### src/rtl/cdb_arbiter.sv
// Common-data-bus arbiter and registered broadcast stage for the Tomasulo core.
// Define CDB_ROUND_ROBIN_EN for round-robin arbitration; the default is fixed highest-index priority.
module cdb_arbiter #(
  parameter int NUM_CH  = 4,
  parameter int DATA_W  = 32,
  parameter int LABEL_W = 4
) (
  input  logic                      clk,
  input  logic                      nRST,
  input  logic [NUM_CH-1:0]         requires,
  input  logic [NUM_CH*LABEL_W-1:0] labelIn,
  input  logic [NUM_CH*DATA_W-1:0]  dataIn,
  output logic [NUM_CH-1:0]         accepts,
  output logic                      BCEN,
  output logic [LABEL_W-1:0]        BClabel,
  output logic [DATA_W-1:0]         BCdata,
  output logic [NUM_CH-1:0]         BCsrc,
  output logic [7:0]                dropCnt
);

  logic [NUM_CH-1:0]  grant;
  logic               anyGrant;
  logic [LABEL_W-1:0] selLabel;
  logic [DATA_W-1:0]  selData;

  logic               bcen_q, bcen_d;
  logic [LABEL_W-1:0] bclabel_q, bclabel_d;
  logic [DATA_W-1:0]  bcdata_q, bcdata_d;
  logic [NUM_CH-1:0]  bcsrc_q, bcsrc_d;
  logic [7:0]         dropcnt_q, dropcnt_d;

`ifdef CDB_ROUND_ROBIN_EN
  localparam int PTR_W = (NUM_CH > 1) ? $clog2(NUM_CH) : 1;

  logic [PTR_W-1:0]    ptr_q, ptr_d;
  logic [2*NUM_CH-1:0] reqDouble, grantDouble;
  logic [NUM_CH-1:0]   reqRot, pickRot;

  // Rotate so ptr sits at bit 0, take the lowest request, rotate the pick back.
  always_comb begin
    reqDouble = {requires, requires} >> ptr_q;
    reqRot    = reqDouble[NUM_CH-1:0];
    pickRot   = '0;
    for (int i = NUM_CH - 1; i >= 0; i--) begin
      if (reqRot[i]) begin
        pickRot    = '0;
        pickRot[i] = 1'b1;
      end
    end
    grantDouble = {{NUM_CH{1'b0}}, pickRot} << ptr_q;
    grant       = grantDouble[NUM_CH-1:0] | grantDouble[2*NUM_CH-1:NUM_CH];
    ptr_d       = ptr_q;
    for (int i = 0; i < NUM_CH; i++) begin
      if (grant[i]) begin
        ptr_d = (i == NUM_CH - 1) ? '0 : PTR_W'(i + 1);
      end
    end
  end

  always_ff @(posedge clk or negedge nRST) begin
    if (!nRST) begin
      ptr_q <= '0;
    end else begin
      ptr_q <= ptr_d;
    end
  end
`else
  always_comb begin
    grant = '0;
    for (int i = 0; i < NUM_CH; i++) begin
      if (requires[i]) begin
        grant    = '0;
        grant[i] = 1'b1;
      end
    end
  end
`endif

  assign accepts  = nRST ? grant : '0;
  assign anyGrant = |grant;

  always_comb begin
    selLabel = '0;
    selData  = '0;
    for (int i = 0; i < NUM_CH; i++) begin
      if (grant[i]) begin
        selLabel = selLabel | labelIn[i*LABEL_W +: LABEL_W];
        selData  = selData  | dataIn[i*DATA_W +: DATA_W];
      end
    end
  end

  // A label-0 grant is consumed but never broadcast; it only bumps the drop counter.
  always_comb begin
    bcen_d    = anyGrant && (selLabel != '0);
    bclabel_d = bclabel_q;
    bcdata_d  = bcdata_q;
    bcsrc_d   = bcsrc_q;
    dropcnt_d = dropcnt_q;
    if (anyGrant) begin
      bclabel_d = selLabel;
      bcdata_d  = selData;
      bcsrc_d   = grant;
      if ((selLabel == '0) && (dropcnt_q != 8'hFF)) begin
        dropcnt_d = dropcnt_q + 8'd1;
      end
    end
  end

  always_ff @(posedge clk or negedge nRST) begin
    if (!nRST) begin
      bcen_q    <= 1'b0;
      bclabel_q <= '0;
      bcdata_q  <= '0;
      bcsrc_q   <= '0;
      dropcnt_q <= '0;
    end else begin
      bcen_q    <= bcen_d;
      bclabel_q <= bclabel_d;
      bcdata_q  <= bcdata_d;
      bcsrc_q   <= bcsrc_d;
      dropcnt_q <= dropcnt_d;
    end
  end

  assign BCEN    = bcen_q;
  assign BClabel = bclabel_q;
  assign BCdata  = bcdata_q;
  assign BCsrc   = bcsrc_q;
  assign dropCnt = dropcnt_q;

endmodule

### config.mk
export PLATFORM = sky130hd
export DESIGN_NAME = cdb_arbiter
export DESIGN_NICKNAME = d
export VERILOG_FILES = /design/src/rtl/cdb_arbiter.sv
export SDC_FILE = /design/constraint.sdc
export NUM_CORES = 1
export LEC_CHECK = 0
export ABC_AREA = 1
export BUFFER_PORTS_ARGS = -buffer_cell sky130_fd_sc_hd__buf_4
export CAP_MARGIN = 20
export CORE_ASPECT_RATIO = 0.5
export CORE_MARGIN = 3
export CORE_UTILIZATION = 30
export DETAILED_ROUTE_END_ITERATION = 8
export GPL_ROUTABILITY_DRIVEN = 0
export PLACE_DENSITY = 0.7
export SETUP_SLACK_MARGIN = 0.15
export SYNTH_ARGS = -nofsm -noshare
export SYNTH_HDL_FRONTEND = slang
export SYNTH_SLANG_ARGS = --single-unit
### constraint.sdc
create_clock -name clk -period 1.86 [get_ports clk]
set_clock_uncertainty 0.05 [all_clocks]
set_input_delay 0.093 -clock clk [delete_from_list [all_inputs] [get_ports clk]]
set_output_delay 0.093 -clock clk [all_outputs]
set_load 0.05 [all_outputs]
==> results of run 1 <==
-- what timing repair did --
item | in CTS | in global routing
hold endpoints to repair | 50 | 0
gates resized for setup | 0 | 3
setup endpoints to repair | 0 | 8
hold buffers | 60 | 0
setup buffers | 0 | 0
-- placed cells by master, fill, tap and decap left out --
cell type / count
dfrtp_2: 2
nand3_4: 1
clkinv_2: 1
clkbuf_16: 5
inv_4: 1
clkbuf_1: 1
bufinv_16: 1
buf_4: 213
inv_1: 12
nand2_2: 1
nor2_2: 2
a21o_1: 4
inv_2: 1
dfrtp_1: 47
nand2_1: 136
a21oi_1: 32
nand4_1: 8
clkinvlp_4: 1
dlygate4sd3_1: 60
nand3_1: 110
ha_1: 1
nor2_1: 6
nand3_2: 4
nor2_4: 4
xor2_1: 5
xnor2_1: 1
nand4_2: 1
-- critical path, cell delays in order, from the launching register on --
cell and delay, ns:
dfrtp_2 0.44, ha_1 0.23, nand2_1 0.11, nor2_2 0.06, nand3_1 0.09, nand2_2 0.11, inv_4 0.11, nand3_4 0.13
nand2_1 0.09, nand2_1 0.06
-- metal layers --
| metal | global-route usage | share of wire | vias up |
|---|---|---|---|
| met5 | 0 | 0 | - |
| met4 | 0.09043 | 0.033 | 0 |
| met3 | 0.03981 | 0.042 | 36 |
| met2 | 0.4215 | 0.54 | 147 |
| met1 | 0.2490 | 0.39 | 1775 |
| li1 | - | - | 1868 |
-- cells by family (layout without fill, tap and decap cells) --
| kind of cell | after synthesis | count (layout) | share of synthesized area |
|---|---|---|---|
| compound gates | 36 | 36 | 0.06526 |
| xor+xnor | 6 | 6 | 0.01803 |
| fa+ha+maj | 1 | 1 | 0.004293 |
| buf+inv | 40 | 296 | 0.06011 |
| flops | 49 | 49 | 0.4208 |
| simple gates | 273 | 273 | 0.4315 |
-- metrics by stage --
step	total power [mW]	instance area, sq um
floorplan	2.152	2917
global placement	2.759	4561
detailed placement	2.775	4561
CTS	3.928	5325
global route	4.100	5340
finish	3.914	5340
-- worst paths after layout --
check	from	end	slack (ns)	cells after the start
worst min-delay path	dataIn[118]	BCdata[22]	-0.002	3
max in group asynchronous	nRST	dropCnt[1]	0.83	3
worst min register to register	BCsrc[2]	BCsrc[2]	0.43	2
min in group asynchronous	nRST	BCsrc[1]	0.14	2
worst max-delay path	dropCnt[0]	dropCnt[4]	0.28	9
worst max register to register	dropCnt[0]	dropCnt[4]	0.28	9
-- registers in the layout (all words and copies together) (netlist names) --
register,count
dropCnt,8
BCEN,1
BClabel,4
BCsrc,4
BCdata,32
-- cell type report --
type / count / area (sq um)
clock buffers: 6 / 128.9
clock inverters: 2 / 35.03
fillers: 822 / 3729
inverters: 14 / 55.05
multi-input cells: 316 / 1523
flip-flops and latches: 49 / 1229
well taps: 130 / 162.7
repair buffers: 273 / 2200
repair inverters: 1 / 7.507
-- power groups by stage --
stage	clock network, mW	registers (mW)	logic, mW
CTS	1.06	1.32	1.55
global placement	0	1.34	1.42
global route	1.11	1.34	1.65
finish	1.04	1.32	1.55
floorplan	0	1.80	0.350
detailed placement	0	1.33	1.44
==> flow_summary.toml, run 1 <==
[status]
status = "complete, but fails checks"
violations = "negative hold slack"

[sta]
finalHoldViolations = 2
tightest_slew_ns = 0.7487
fmax_mhz = 634.1
drv_slew = 0
relSlewSlack = 0.5002
setup-tns-final_ns = 0
min_period_ns = 1.577
period_share = 0.8478
rsz0062_at_grt = "no"
hold_ws_ns = -0.002438
setup_ws_ns = 0.2831
setup_viol = 0

[cells_and_area]
insertedDiodeCount = 0
utilization = 0.5889
fin_cells = 791
drive_above_1_share = 0.3601
nets = 811
syn2layout_area_growth_pct = 83.25

[power_and_ir_drop]
p_per_area_mw_per_mm2 = 732.9
clkPwrFrac = 0.266
pwr-share-comb = 0.397
ir_drop_v = 0.0003698
switchingPower_mw = 1.468
p_int_mw = 2.446
seqPwrFrac = 0.337
switching_share = 0.3749
p_leak_nw = 2.812

[setup_path]
crit_fanout = 8
end_kind = "flip-flop"
path_class = "reg2reg"
startpoint_type = "flip-flop"
cp.required_ns = 1.99
arrival_ns = 1.71

[logic_synthesis]
synth_seq_area_share = 0.4208
yosysWarnings = 0
synth_top_area_frac = 0.4208
yosys.area.top_type = "dfrtp_1"
async_flop_share = 1.000
synthTopCellsByCount = "nand2_1, nand3_1, dfrtp_1"
synth_top_flop_cell = "dfrtp_1"
synth.avg_cell_area_sq_um = 7.195
synth.distinct_cells = 22
syn_area_sq_mm = 0.002914
synth_fp_nets = 556
ys_ff_latch = 49
postSynthCellCount = 405
synth_edf_count = 0
synth.most_common_cell = "nand2_1"
synth_top_cells_by_area = "dfrtp_1, nand3_1, nand2_1, a21oi_1, buf_2"

[drt]
dr_total_vias = 3826
drc = 0
drtIter0Drc = 252
ant_nets = 0
wirelength_microns = 12610
viasPerCell = 4.837
drtPass1Iterations = 5
wire_per_inst_microns = 15.94

[global_route]
globalRouteOverflowTotal = 0
antenna_found_initial = 0
grt_pass1_wl_microns = 19220
grt_usage = 0.2186
grt_pass1_vias = 3867
grt_max_degree = 42

[placed_design]
placed_cells = 722
dp_hpwl_microns = 8829
portBuffers = 202
pre_cts_ws_ns = 0.2391

[clock_tree]
h-tree-depth = 2
cts_buffers = 5
cts_max_path_buffers = 2
clk_latency_ns = 0.29
cts_tree = "built"
cts_sinks = 49
cts_root_buf = "clkbuf_16"
clk_pin_slew_ns = 0.07

[floorplan]
num_rows = 24
fp.dieH_microns = 75.69
die_x_microns = 145.4
coreArea_sq_mm = 0.009069
start_util = 0.3213
pin_count = 203
fp.dieArea_sq_mm = 0.01100

[hold_path]
hold_class = "in2reg"

[job]
drv_cap = 0
Power figures use the tool's default switching activity.
==> run 2, diff against run 1 <==
Settings changed: ABC_AREA 1 to 0, PLACE_DENSITY 0.7 to 0.75.
Clock period 1.86 ns to 1.4 ns, I/O delays scaled along.
==> run 2 against run 1 <==
  * The flow finishes with violations (negative setup slack)
  * Critical path depth is 3 lower
  * Non-clock buffer count is 2 higher
  * Fmax is 12% higher
  * Utilization is 3.6 points higher
  * Worst setup slack worse by 0.29 ns
  * Critical endpoint is now dropCnt[1]
  * Largest power group unchanged
==> flow_summary.toml, run 2 <==
[status]
status = "complete, but fails checks"
violations = "negative setup slack"

[setup_path]
path_class = "reg2reg"
crit_slowest_cell = "dfrtp_2"
cp_cell_sequence = "ha_4, nand3_2, o21bai_4, inv_2, nand3_4, mux2_4"
end_kind = "flip-flop"
cp.required_ns = 1.52
startpoint_type = "flip-flop"
r2r_start = "dropCnt[1]"
arrival_ns = 1.53
crit_family = "flip-flops"
crit_fanout = 2
crit_start = "dropCnt[1]"
critPathBufInv = 1
slowest_delay_ns = 0.39

[sta]
min_period_ns = 1.405
setup_viol = 1
fmax_mhz = 711.8
tightest_slew_ns = 0.6648
drv_slew = 0
relSlewSlack = 0.5553
setup_ws_ns = -0.004878
period_share = 1.003
rsz0062_at_grt = "yes"
finalHoldViolations = 0

[clock_tree]
cts_sinks = 49
cts_max_path_buffers = 2
h-tree-depth = 2
clk_latency_ns = 0.29
cts_tree = "built"
clk_pin_slew_ns = 0.07
cts_root_buf = "clkbuf_16"
cts_buffers = 5

[power_and_ir_drop]
power_mw = 5.295
p_per_area_mw_per_mm2 = 1022
p_leak_nw = 2.472
ir_drop_v = 0.0006428

[cells_and_area]
layout_commonest_cell = "buf_4"
final_cell_mix = "buf_4, dfrtp_1, nand2_1, dlygate4sd3_1, a221o_1"
nets = 678
syn2layout_area_growth_pct = 95.84
largest_reg_flops = 32
drive_above_1_share = 0.5133
utilization = 0.6253
insertedDiodeCount = 0

[global_route]
grt_pass1_wl_microns = 16820
grt_usage = 0.2079
use_met2 = 0.3923
grt_use_met3 = 0.04147
busiest_layer = "met2"
grt_pass1_vias = 3341
grt_max_degree = 40
gr-usage-met1 = 0.2438
antenna_found_initial = 0
globalRouteOverflowTotal = 0

[drt]
drtIter0Drc = 164
ant_nets = 0
drc = 0
dr_total_vias = 3270
wire_per_inst_microns = 17.56
viasPerCell = 5.109
wirelength_microns = 11240
drtPass1Iterations = 5

[logic_synthesis]
synth.distinct_cells = 34
synth_fp_nets = 422
synthAdderAreaFrac = 0.004728
synth_top_family_by_area = "compound AO/OA/AOI/OAI gates"
yosys.area.top_type = "dfrtp_1"
synth.most_common_cell = "dfrtp_1"
synthTopCellsByCount = "dfrtp_1, nand2_1, a221o_1"
synth-simple-area-share = 0.1310
synth_top_area_frac = 0.4634
synth.avg_cell_area_sq_um = 9.765
synth-xor-area-share = 0.02317
synth.area.mux_share = 0.005674
synth_top_cells_by_area = "dfrtp_1, a221o_1, a22oi_1, o21ai_0, nand2_1"
ys_ff_latch = 49
synth_top_flop_cell = "dfrtp_1"
postSynthCellCount = 271
syn_area_sq_mm = 0.002646
synth_edf_count = 0
async_flop_share = 1.000
synth_seq_area_share = 0.4634
yosysWarnings = 0
synth-compound-area-share = 0.3248

[floorplan]
die_x_microns = 138.8
coreArea_sq_mm = 0.008288
fp.dieArea_sq_mm = 0.01005
num_rows = 23
pin_count = 203
start_util = 0.3193
fp.dieH_microns = 72.41

[hold_path]
hold_start = "dataIn[109]"
hold_class = "in2reg"

[job]
drv_cap = 0

[placed_design]
portBuffers = 202
dp_hpwl_microns = 8030
==> run 2: cell types whose count changed after synthesis, sizes merged, moves of 6 or more <==
| cell | previous run | this run |
|---|---|---|
| nor2 | 12 | 1 |
| nand4 | 9 | 3 |
| nand2 | 137 | 38 |
| xnor2 | 1 | 7 |
| a21oi | 32 | 8 |
| a221o | 0 | 36 |
| inv | 14 | 3 |
| buf | 14 | 8 |
| nand3 | 115 | 8 |
| clkbuf | 12 | 18 |
| o21ai | 0 | 33 |
| a22oi | 0 | 33 |
==> run 2: per-layer routing <==
metal / up-vias / part of all wire
li1: 1551 / -
met1: 1594 / 0.39
met2: 106 / 0.54
met3: 19 / 0.047
met4: 0 / 0.018
met5: - / 0
==> run 2: area by class of cell <==
type | instances | area [sq um]
fill | 686 | 3105
timing repair buffer | 275 | 2206
multi-input combinational | 193 | 1400
sequential | 49 | 1235
tap | 112 | 140.1
clock buffer | 5 | 125.1
clock inverter | 3 | 65.06
inverter | 3 | 11.26
==> run 2: worst min-delay path, cell delays in order <==
cell     delay [ns]
buf_4          0.07
nand2_1        0.04
o21ai_0        0.06
a221o_1        0.10
==> run 2: worst paths after layout <==
path	endpoint	slack, ns	cells after the start
worst max-delay path	dropCnt[1]	-0.005	6
worst min-delay path	BCdata[13]	0.03	4
worst max register to register	dropCnt[1]	-0.005	6
worst min register to register	BCsrc[0]	0.44	1
max in group asynchronous	dropCnt[2]	0.49	2
min in group asynchronous	BCdata[29]	0.34	2
==> run 2: what timing repair did <==
item / CTS / global route
endpoints found under the hold margin: 51 / 0
gates resized for setup: 5 / 9
pin swaps: 8 / 5
setup buffers: 3 / 2
hold buffers: 38 / 0
endpoints found under the setup margin: 9 / 48
==> run 2: cell families after synthesis <==
group,after synthesis
muxes,1
xor gates and xnor gates,7
and+or+nand+nor,70
buffers and inverters,29
AOI/OAI and AO/OA,114
DFF,49
adders and majority gates,1
==> run 2: where the power goes <==
part	switching (mW)	internal, mW	total, mW
registers	0.117	1.58	1.70
clock network	0.530	1.02	1.55
logic	1.12	0.924	2.05
==> run 2: per-stage QoR <==
stage               hold WS (ns)  setup TNS, ns  setup slack (ns)  instance area, sq um  instances
global route             0.03443        -0.2559          -0.08793                  5182        640
global placement        -0.09447         -1.701           -0.1126                  4511        589
detailed placement      -0.08979         -4.054           -0.1494                  4511        589
finish                   0.03497      -0.004878         -0.004878                  5182        640
CTS                      0.02998       -0.01152         -0.006463                  5125        638
floorplan                -0.2756        -0.6520           -0.2449                  2756        271
